## src/rtl/assoc_cache_pkg.sv

```systemverilog
// Shared types and derived-width helpers for the set-associative PLRU cache.
package assoc_cache_pkg;

  typedef enum logic [2:0] {
    IDLE,
    LOOKUP,
    WB,
    FILL,
    RESP
  } state_e;

  function automatic int index_w(input int sets);
    return $clog2(sets);
  endfunction

  function automatic int tag_w(input int addr_w, input int sets);
    return addr_w - 2 - $clog2(sets);
  endfunction

  function automatic int way_w(input int ways);
    return $clog2(ways);
  endfunction

  function automatic int tree_w(input int ways);
    return ways - 1;
  endfunction

endpackage

```

## src/rtl/plru_tree.sv

```systemverilog
// Tree pseudo-LRU: heap-ordered node bits (node n has children 2n+1, 2n+2),
// bit 0 points the victim search at the lower half of that subtree.
module plru_tree
  import assoc_cache_pkg::*;
#(
  parameter  int WAYS   = 4,
  localparam int WAY_W  = way_w(WAYS),
  localparam int TREE_W = tree_w(WAYS)
) (
  input  logic [TREE_W-1:0] tree_bits,
  input  logic [WAY_W-1:0]  access_way,
  output logic [TREE_W-1:0] next_bits,
  output logic [WAY_W-1:0]  victim_way
);

  // A node sits on the access path when its position in its level equals
  // the way's prefix above that level.
  always_comb begin : update
    next_bits = tree_bits;
    for (int l = 0; l < WAY_W; l++) begin
      for (int k = 0; k < (1 << l); k++) begin
        if ((access_way >> (WAY_W - l)) == WAY_W'(k)) begin
          next_bits[(1 << l) - 1 + k] = ~access_way[WAY_W - 1 - l];
        end
      end
    end
  end

  always_comb begin : walk
    victim_way = '0;
    for (int l = 0; l < WAY_W; l++) begin
      for (int k = 0; k < (1 << l); k++) begin
        if ((victim_way >> (WAY_W - l)) == WAY_W'(k)) begin
          victim_way[WAY_W - 1 - l] = tree_bits[(1 << l) - 1 + k];
        end
      end
    end
  end

endmodule

```

## src/rtl/assoc_cache_plru.sv

```systemverilog
// N-way set-associative write-back / write-allocate cache with tree PLRU,
// one outstanding request, blocking refill/writeback memory port.
//
// state  | meaning
// IDLE   | ready for a CPU request
// LOOKUP | tag compare; hits answer here, clean read misses start the refill
// WB     | write back dirty victim
// FILL   | refill request, then wait for refill data
// RESP   | miss response; write misses install data here
module assoc_cache_plru
  import assoc_cache_pkg::*;
#(
  parameter int ADDR_W = 32,
  parameter int DATA_W = 32,
  parameter int SETS   = 4,
  parameter int WAYS   = 4
) (
  input  logic              clk,
  input  logic              reset,
  input  logic              req_valid,
  output logic              req_ready,
  input  logic              req_we,
  input  logic [ADDR_W-1:0] req_addr,
  input  logic [DATA_W-1:0] req_wdata,
  output logic              resp_valid,
  output logic [DATA_W-1:0] resp_rdata,
  output logic              resp_hit,
  output logic              mem_req_valid,
  input  logic              mem_req_ready,
  output logic              mem_req_we,
  output logic [ADDR_W-1:0] mem_req_addr,
  output logic [DATA_W-1:0] mem_req_wdata,
  input  logic              mem_resp_valid,
  input  logic [DATA_W-1:0] mem_resp_rdata
);

  localparam int IDX_W  = index_w(SETS);
  localparam int TAG_W  = tag_w(ADDR_W, SETS);
  localparam int WAY_W  = way_w(WAYS);
  localparam int TREE_W = tree_w(WAYS);

  state_e state_q, state_d;

  logic              we_q;
  logic [ADDR_W-3:0] line_q;
  logic [DATA_W-1:0] wdata_q;
  logic [WAY_W-1:0]  victim_q;
  logic              fill_issued_q;

  logic [DATA_W-1:0] data_q  [SETS][WAYS];
  logic [TAG_W-1:0]  tag_q   [SETS][WAYS];
  logic [WAYS-1:0]   valid_q [SETS];
  logic [WAYS-1:0]   dirty_q [SETS];
  logic [TREE_W-1:0] plru_q  [SETS];

  logic [IDX_W-1:0]  idx;
  logic [TAG_W-1:0]  tag;
  logic [WAYS-1:0]   hit_vec;
  logic              hit;
  logic [WAY_W-1:0]  hit_way;
  logic [WAY_W-1:0]  inv_way;
  logic              any_inv;
  logic [WAY_W-1:0]  plru_victim;
  logic [WAY_W-1:0]  vic_sel;
  logic              vic_dirty;
  logic [WAY_W-1:0]  plru_way;
  logic [TREE_W-1:0] plru_next;
  logic [ADDR_W-1:0] miss_addr;
  logic [ADDR_W-1:0] wb_addr;
  logic              unused_addr_bits;

  assign unused_addr_bits = ^req_addr[1:0];

  assign idx       = line_q[IDX_W-1:0];
  assign tag       = line_q[ADDR_W-3 -: TAG_W];
  assign miss_addr = {line_q, 2'b00};
  assign wb_addr   = {tag_q[idx][victim_q], idx, 2'b00};

  always_comb begin : lookup
    hit_vec = '0;
    hit_way = '0;
    inv_way = '0;
    any_inv = 1'b0;
    for (int w = 0; w < WAYS; w++) begin
      hit_vec[w] = valid_q[idx][w] && (tag_q[idx][w] == tag);
      if (hit_vec[w]) hit_way = WAY_W'(w);
    end
    // Descending scan so the lowest-index invalid way wins.
    for (int w = WAYS - 1; w >= 0; w--) begin
      if (!valid_q[idx][w]) begin
        inv_way = WAY_W'(w);
        any_inv = 1'b1;
      end
    end
  end

  assign hit       = |hit_vec;
  assign vic_sel   = any_inv ? inv_way : plru_victim;
  assign vic_dirty = valid_q[idx][vic_sel] && dirty_q[idx][vic_sel];
  assign plru_way  = (state_q == LOOKUP) ? hit_way : victim_q;

  plru_tree #(.WAYS(WAYS)) u_plru (
    .tree_bits (plru_q[idx]),
    .access_way(plru_way),
    .next_bits (plru_next),
    .victim_way(plru_victim)
  );

  always_comb begin : fsm
    state_d       = state_q;
    req_ready     = 1'b0;
    resp_valid    = 1'b0;
    resp_hit      = 1'b0;
    resp_rdata    = '0;
    mem_req_valid = 1'b0;
    mem_req_we    = 1'b0;
    mem_req_addr  = '0;
    mem_req_wdata = '0;
    case (state_q)
      IDLE: begin
        req_ready = 1'b1;
        if (req_valid) state_d = LOOKUP;
      end
      LOOKUP: begin
        if (hit) begin
          resp_valid = 1'b1;
          resp_hit   = 1'b1;
          resp_rdata = we_q ? wdata_q : data_q[idx][hit_way];
          state_d    = IDLE;
        end else if (vic_dirty) begin
          state_d = WB;
        end else if (we_q) begin
          state_d = RESP;
        end else begin
          // Clean read miss issues the refill without waiting for FILL.
          mem_req_valid = 1'b1;
          mem_req_addr  = miss_addr;
          state_d       = FILL;
        end
      end
      WB: begin
        mem_req_valid = 1'b1;
        mem_req_we    = 1'b1;
        mem_req_addr  = wb_addr;
        mem_req_wdata = data_q[idx][victim_q];
        if (mem_req_ready) state_d = we_q ? RESP : FILL;
      end
      FILL: begin
        if (!fill_issued_q) begin
          mem_req_valid = 1'b1;
          mem_req_addr  = miss_addr;
        end else if (mem_resp_valid) begin
          state_d = RESP;
        end
      end
      RESP: begin
        resp_valid = 1'b1;
        resp_rdata = we_q ? wdata_q : data_q[idx][victim_q];
        state_d    = IDLE;
      end
      default: state_d = IDLE;
    endcase
  end

  always_ff @(posedge clk or posedge reset) begin
    if (reset) begin
      state_q       <= IDLE;
      we_q          <= 1'b0;
      line_q        <= '0;
      wdata_q       <= '0;
      victim_q      <= '0;
      fill_issued_q <= 1'b0;
      for (int s = 0; s < SETS; s++) begin
        valid_q[s] <= '0;
        dirty_q[s] <= '0;
        plru_q[s]  <= '0;
      end
    end else begin
      state_q <= state_d;
      case (state_q)
        IDLE: begin
          if (req_valid) begin
            we_q    <= req_we;
            line_q  <= req_addr[ADDR_W-1:2];
            wdata_q <= req_wdata;
          end
        end
        LOOKUP: begin
          fill_issued_q <= mem_req_valid && mem_req_ready;
          if (hit) begin
            plru_q[idx] <= plru_next;
            if (we_q) dirty_q[idx][hit_way] <= 1'b1;
          end else begin
            victim_q <= vic_sel;
          end
        end
        FILL: begin
          if (!fill_issued_q) begin
            fill_issued_q <= mem_req_ready;
          end else if (mem_resp_valid) begin
            valid_q[idx][victim_q] <= 1'b1;
            dirty_q[idx][victim_q] <= 1'b0;
          end
        end
        RESP: begin
          plru_q[idx] <= plru_next;
          if (we_q) begin
            valid_q[idx][victim_q] <= 1'b1;
            dirty_q[idx][victim_q] <= 1'b1;
          end
        end
        default: ;
      endcase
    end
  end

  // Line storage carries no reset; valid bits gate every use of it.
  always_ff @(posedge clk) begin
    if (state_q == LOOKUP && hit && we_q) begin
      data_q[idx][hit_way] <= wdata_q;
    end
    if (state_q == FILL && fill_issued_q && mem_resp_valid) begin
      data_q[idx][victim_q] <= mem_resp_rdata;
      tag_q[idx][victim_q]  <= tag;
    end
    if (state_q == RESP && we_q) begin
      data_q[idx][victim_q] <= wdata_q;
      tag_q[idx][victim_q]  <= tag;
    end
  end

endmodule

```

## config.mk

```make
export PLATFORM = sky130hd
export DESIGN_NAME = assoc_cache_plru
export DESIGN_NICKNAME = d
export VERILOG_FILES = /design/src/rtl/assoc_cache_pkg.sv /design/src/rtl/plru_tree.sv /design/src/rtl/assoc_cache_plru.sv
export SDC_FILE = /design/constraint.sdc
export NUM_CORES = 2
export LEC_CHECK = 0
export BUFFER_PORTS_ARGS = -buffer_cell sky130_fd_sc_hd__buf_4
export CORE_MARGIN = 4
export CORE_UTILIZATION = 54
export DETAILED_ROUTE_END_ITERATION = 10
export GPL_TIMING_DRIVEN = 0
export PLACE_DENSITY = 0.71
export RECOVER_POWER = 100
export REMOVE_ABC_BUFFERS = 1
export SLEW_MARGIN = 30
export SYNTH_ARGS = -nofsm -noshare
export SYNTH_HDL_FRONTEND = slang
export SYNTH_SLANG_ARGS = --single-unit
```

## constraint.sdc

```tcl
create_clock -name clk -period 7.4 [get_ports clk]
set_input_delay 0.74 -clock clk [delete_from_list [all_inputs] [get_ports clk]]
set_output_delay 0.74 -clock clk [all_outputs]
set_load 0.03 [all_outputs]
```

# [Word level (Yosys, flattened, before mapping)]
# Memory sizes are Yosys's and may differ from the RTL's.
# Cells that the tools add are included.
[word_totals] register_bits=113 mem_bits_rw=960 in_bits=102 output_inout_bits=101 wordCells=929 n_memories=2
[op_classes] order_cmp=11 n_eq_ne=15 muxes=474 n_bitwise=379 reduce_logical=30
[memory_table] memory="data_q" words=4 word_bits=128 read_ports=1 rd_ports_with_merged_regs=0 wr=1 line="assoc_cache_plru.sv:50" source="logic [DATA_W-1:0] data_q [SETS][WAYS];"
[memory_table] memory="tag_q" words=4 word_bits=112 read_ports=1 rd_ports_with_merged_regs=0 wr=1 line="assoc_cache_plru.sv:51" source="logic [TAG_W-1:0] tag_q [SETS][WAYS];"
[ops] operator="$mux 32" n=14
[ops] operator="$mux 1" n=393
[ops] operator="$mux 128" n=3
[ops] operator="$or 1x1->1" n=368
[ops] operator="$mux 112" n=2
[ops] operator="$bmux 32 s2" n=2
[ops] operator="$demux 32 s2" n=2
[ops] operator="$mux 16" n=8
[ops] operator="$eq 28x28->1" n=4
[ops] operator="$pmux 32 s3" n=1
[ops] operator="$mux 28" n=3
[ops] operator="$pmux 32 s2" n=1
[ops] operator="$bmux 28 s2" n=1
[ops] operator="$demux 28 s2" n=1
[ops] operator="$or 16x16->16" n=3
[ops] operator="$pmux 16 s3" n=1
[ops] operator="$pmux 16 s2" n=1
[ops] operator="$mux 3" n=10
[ops] operator="$mux 4" n=6
[ops] operator="$pmux 12 s2" n=1
[ops] operator="$and 16x16->16" n=1
[ops] operator="$bmux 4 s2" n=2
[ops] operator="$demux 4 s2" n=2
[ops] operator="$logic_and 1x1->1" n=16
[ops] operator="other kinds (29)" n=63

# [Depth between registers and ports, before layout]
[logic_depth] ltp_word=18 depth_mapped=17 ltp_nobuf=9

# [Modules after synthesis]
# A second synthesis with hierarchy kept.
[unflattened] hier_cells=2932 area_unflattened_um2=47615.7
[by_module_without_submodules] module="assoc_cache_plru" n_inst=1 cells_per_inst=2925 area_each_um2=47571.9 seq_area_each_um2=31655.4
[by_module_without_submodules] module="plru_tree" n_inst=1 cells_per_inst=7 area_each_um2=43.8 seq_area_each_um2=0.0

# [Worst setup path before layout]
# No wires, ideal clock.
[synth_timing] path_kind="register to register" start="register line_q[0]" end="memory data_q[0][64] (netlist name), enable pin" setup_time_ns=0.432 arrival_ns=4.412 required_ns=6.968 path_slack_ns=2.556 path_stages_with_launch=12 path_buffers=3 period_less_slack_ns=4.844 cell_sequence="dfrtp_1 -> buf_6 -> buf_6 -> buf_2 -> mux2_2 -> a221oi_1 -> o21ai_1 -> or2_2 -> nor4_1 -> nand3_1 -> or4_1 -> a21oi_1"
[synth_via] elab_chain_cells=16 elab_cells_between_ends=29 cone_classes="order compare: 2; eq/ne: 4; mux: 10; bitwise: 4; reduce/logical: 8; memory: 1"
[synth_lines] item="start, declared" line="assoc_cache_plru.sv:45" source="logic [ADDR_W-3:0] line_q;"
[synth_lines] item="start signal, assigned" line="assoc_cache_plru.sv:184" source="line_q <= req_addr[ADDR_W-1:2];"
[synth_lines] item="branches (longest 16 deep; another with $mem_v2 4x112)"
[synth_lines] item="end, declared" line="assoc_cache_plru.sv:50"
# Several ways; the timed one is not identified. The select of a mux whose other input is x is not followed.

# [Final worst setup path]
[layout_timing] start="register line_q[0]" end="output mem_req_addr[16]"
[layout_via] elab_chain_cells=15 elab_cells_between_ends=43 cone_classes="eq/ne: 4; mux: 30; bitwise: 1; reduce/logical: 7; memory: 1"
[layout_lines] item="$not 2->3 (not written as such)"
[layout_lines] item="$bmux 4 s2" line="assoc_cache_plru.sv:85, assoc_cache_plru.sv:90, assoc_cache_plru.sv:99"
[layout_lines] item="$mux 4 (not written as such) (2 in series)" line="assoc_cache_plru.sv:85, assoc_cache_plru.sv:90, assoc_cache_plru.sv:99"
[layout_lines] item="$mux 2 / $mux 1 (equally long branches) (4 in series)" line="assoc_cache_plru.sv:90" source="if (!valid_q[idx][w]) begin"
[layout_lines] item="$mux 2" line="assoc_cache_plru.sv:98" source="assign vic_sel = any_inv ? inv_way : plru_victim;"
[layout_lines] item="$bmux 1 s2" line="assoc_cache_plru.sv:99" source="assign vic_dirty = valid_q[idx][vic_sel] && dirty_q[idx][vic_sel];"
[layout_lines] item="$mux 1 (not written as such)" line="assoc_cache_plru.sv:99"
[layout_lines] item="$logic_and 1x1->1" line="assoc_cache_plru.sv:99"
[layout_lines] item="$mux 32" line="assoc_cache_plru.sv:130" source="end else if (vic_dirty) begin"
[layout_lines] item="$mux 32" line="assoc_cache_plru.sv:125" source="if (hit) begin"
[layout_lines] item="$pmux 32 s3 (*)" line="assoc_cache_plru.sv:119" source="case (state_q)"
[layout_lines] item="end, declared" line="assoc_cache_plru.sv:31" source="output logic [ADDR_W-1:0] mem_req_addr,"
# Mark *: on every way between the ends. The rest lies on a longest branch, timed or not. The select of a mux whose other input is x is not followed.

==> results.cfg <==
[logic_synthesis]
synthesis.area_um2 = 46600
synth_flop_cell = edfxtp_1
async_flop_share_pct = 10.5
synth-compound-area-share_pct = 5.30
synth_edf_count = 960
synth_seq_area_share_pct = 67.9
synth_xor_area_share_pct = 1.92
synthMuxAreaShare_pct = 18.0
netlist_instances = 2725
ys_warn_count = 0
ys_seq_elements = 1073
synthAdderAreaFrac_pct = 0
ys_types = 68
synth_top_family_by_area = multiplexers
yosys.area_share.simple_pct = 4.55
syn_area_per_cell_um2 = 17.1

[clocking]
cts.sinks = 1073
clockBufferDepth = 3
htree_levels = 3
cts_tree = done
clk_pin_slew_ns = 0.06
clock_latency_ns = 0.69
cts_buffers = 109
root_buffer = clkbuf_16

[sta]
hold_ws_ns = 0.246
fmaxAchievable_mhz = 137
fin_crit_sh_pct = 98.4
rsz0062_at_grt = no
worst_slew_pin_slew_ns = 3.41
fin_skew_ns = 0.0271
maxSlewViolCount = 278
finalCriticalPeriod_ns = 7.28
hold_viol_final = 0
relSlewSlack_pct = -129
finalSetupViolCount = 0

[detailed_routing]
drtAntennaViolNets = 0
route.vias.total = 27707
post_drt_wl_per_cell_um = 31.7
vias_per_cell = 6.58
drt_iter0_drc = 3538
drtPass1Iterations = 6
drc = 0
wl_um = 133000

[grt]
grt_pass1_vias = 28245
track_usage_pct = 29.5
grt_max_degree = 69
antenna_found_initial = 6
grt_pass1_wl_um = 194000
grt.overflow.total = 0

[place]
gp_congestion = 0.824
port_buffers = 198
dp_hpwl_um = 87000
place_area_um2 = 51800

[run_status]
violations = max-capacitance violations, max-slew violations
outcome = finished, violations left

[critical_path]
crit_path_frequent_cell = buf_16
path_cells = buf_12 > buf_16 > buf_12 > mux4_2 > xor2_1 > nor4_1 > nand4_2 > nand3_1 > or4_1 > o21ai_4 > buf_16 > buf_16 > a22o_1 > clkbuf_2
endpoint_kind = output pin
start_kind = register
slowest_delay_ns = 0.94
worst_path_max_delay_cell = nor4_1
reg2regPathDepth = 10
critPathBufInv = 6
critPathMaxFanout = 29
worstSetupPathType = reg2out
critPathTopFamily = simple AND/OR/NAND/NOR gates
crit_cells = 14
worstPathRequired_ns = 6.66
critical_path_arrival_ns = 6.54

[finish]
final_common_cell = edfxtp_1
layout_common_cells = edfxtp_1, mux4_2, nand2_1
design_area_um2 = 53600
area_growth_pct = 15.1
drive_gt1_share_pct = 26.7
nets = 3075

[power_and_ir_drop]
cellLeakagePower_nw = 17.9
ir_drop_mv = 0.265
p_per_area_nw_per_um2 = 405

[hold_path]
hold_depth = 3
hp-class = in2reg

[die]
core_um2 = 85400
die_w_um = 302
placementRows = 107
num_io_pins = 203
die_h_um = 302
die_area_um2 = 91000
start_util_pct = 54.5

[run]
maxCapViolCount = 11
## cells in the mapped netlist, drive strengths merged, types with 3 or more instances
library cell  count  area (um^2)
nor2b             6         37.5
buf              75          460
nand4            22          150
o21ai           207         1040
o22ai             9         56.3
a211oi            8         60.1
o211ai            5         37.5
mux2             92         1070
dfrtp           113         2830
and2             48          300
a2bb2oi           5         43.8
nor3              5         25.0
o21a             10         75.1
a22oi            12         90.1
nand2           246          923
edfxtp          960        28800
nor3b             5         37.5
a31oi             4         25.0
a221oi            3         26.3
mux2i            88          881
nor4              9         75.1
clkinv            3         11.3
xnor2            87          762
nand3            18         95.1
a22o             31          272
clkbuf          111          418
or2              23          144
o31ai             5         42.5
mux4            286         6440
or4               4         33.8
o221ai           34          298
a21oi            41          205
nand2b            8         50.1
a21o              9         67.6
nor2             55          206
inv              45          169
xor2             15          131
## per-stage QoR
stage               setup WS (ns)  std cells  power (mW)  setup TNS [ns]  util, %
floorplan                   -8.29       2540        13.8        -7468.48        -
global placement           -19.20       3882        15.3               -     56.9
detailed placement         0.0269       4005        16.2               0     60.7
CTS                        0.0530       4209        22.0               0     65.1
global route               0.0704       4210        22.6               0     62.8
finish                      0.121       4211        21.7               0     62.8
## routing by layer
| metal | share of wire [%] | vias to the layer above | routed length (um) | GRT usage, % |
|---|---|---|---|---|
| met3 | 10 | 358 | 13500 | 5.76 |
| met5 | 0.030 | - | 40 | 0 |
| li1 | - | 11289 | - | - |
| met4 | 4.1 | 4 | 5530 | 11.0 |
| met1 | 36 | 14282 | 48200 | 39.7 |
| met2 | 50 | 1774 | 66200 | 48.6 |
## where the power goes
group / internal (mW) / switching, mW / total [mW]
registers: 7.73 / 0.780 / 8.51
logic: 3.20 / 4.33 / 7.52
clock network: 3.34 / 2.35 / 5.69
## final cells by class
class,instances,area (um^2)
well taps,1144,1430
diodes,2,5.00
clock buffers,144,3020
repair buffers,322,2650
inverters,48,184
multi-input cells,1419,14000
clock inverters,59,698
flip-flops and latches,1073,31700
fillers,6040,31800
## worst paths after layout
check | start | end | slack [ns]
max | line_q[0] | mem_req_addr[16] | 0.12
min | req_wdata[10] | wdata_q[10] | 0.25
max reg2reg | line_q[0] | data_q[3][96] | 0.21
min reg2reg | valid_q[2] | valid_q[2] | 0.47
max in group asynchronous | reset | line_q[1] | 4.45
min in group asynchronous | reset | wdata_q[27] | 1.07
## registers in the layout (all words and copies together), names as in the netlist
name           cells
data_q           512
tag_q            448
wdata_q           32
line_q            30
dirty_q           16
valid_q           16
plru_q            12
state_q            3
victim_q           2
fill_issued_q      1
we_q               1
## worst min-delay path, stage by stage
cell and delay [ns]:
buf_4 0.07, nand2_1 0.03, o21ai_0 0.05
## what timing repair did
item	CTS	global route
gates cloned	0	0
hold buffers	0	0
buffers inserted	1	0
setup endpoints to repair	14	1
resized for setup	4	1
## logic make-up after synthesis
group,after synthesis
flip-flops,1073
other,1
buffers and inverters,234
multiplexers,466
AO/OA/AOI/OAI,396
AND/OR/NAND/NOR,453
XOR/XNOR,102
Power figures use the tool's default switching activity.
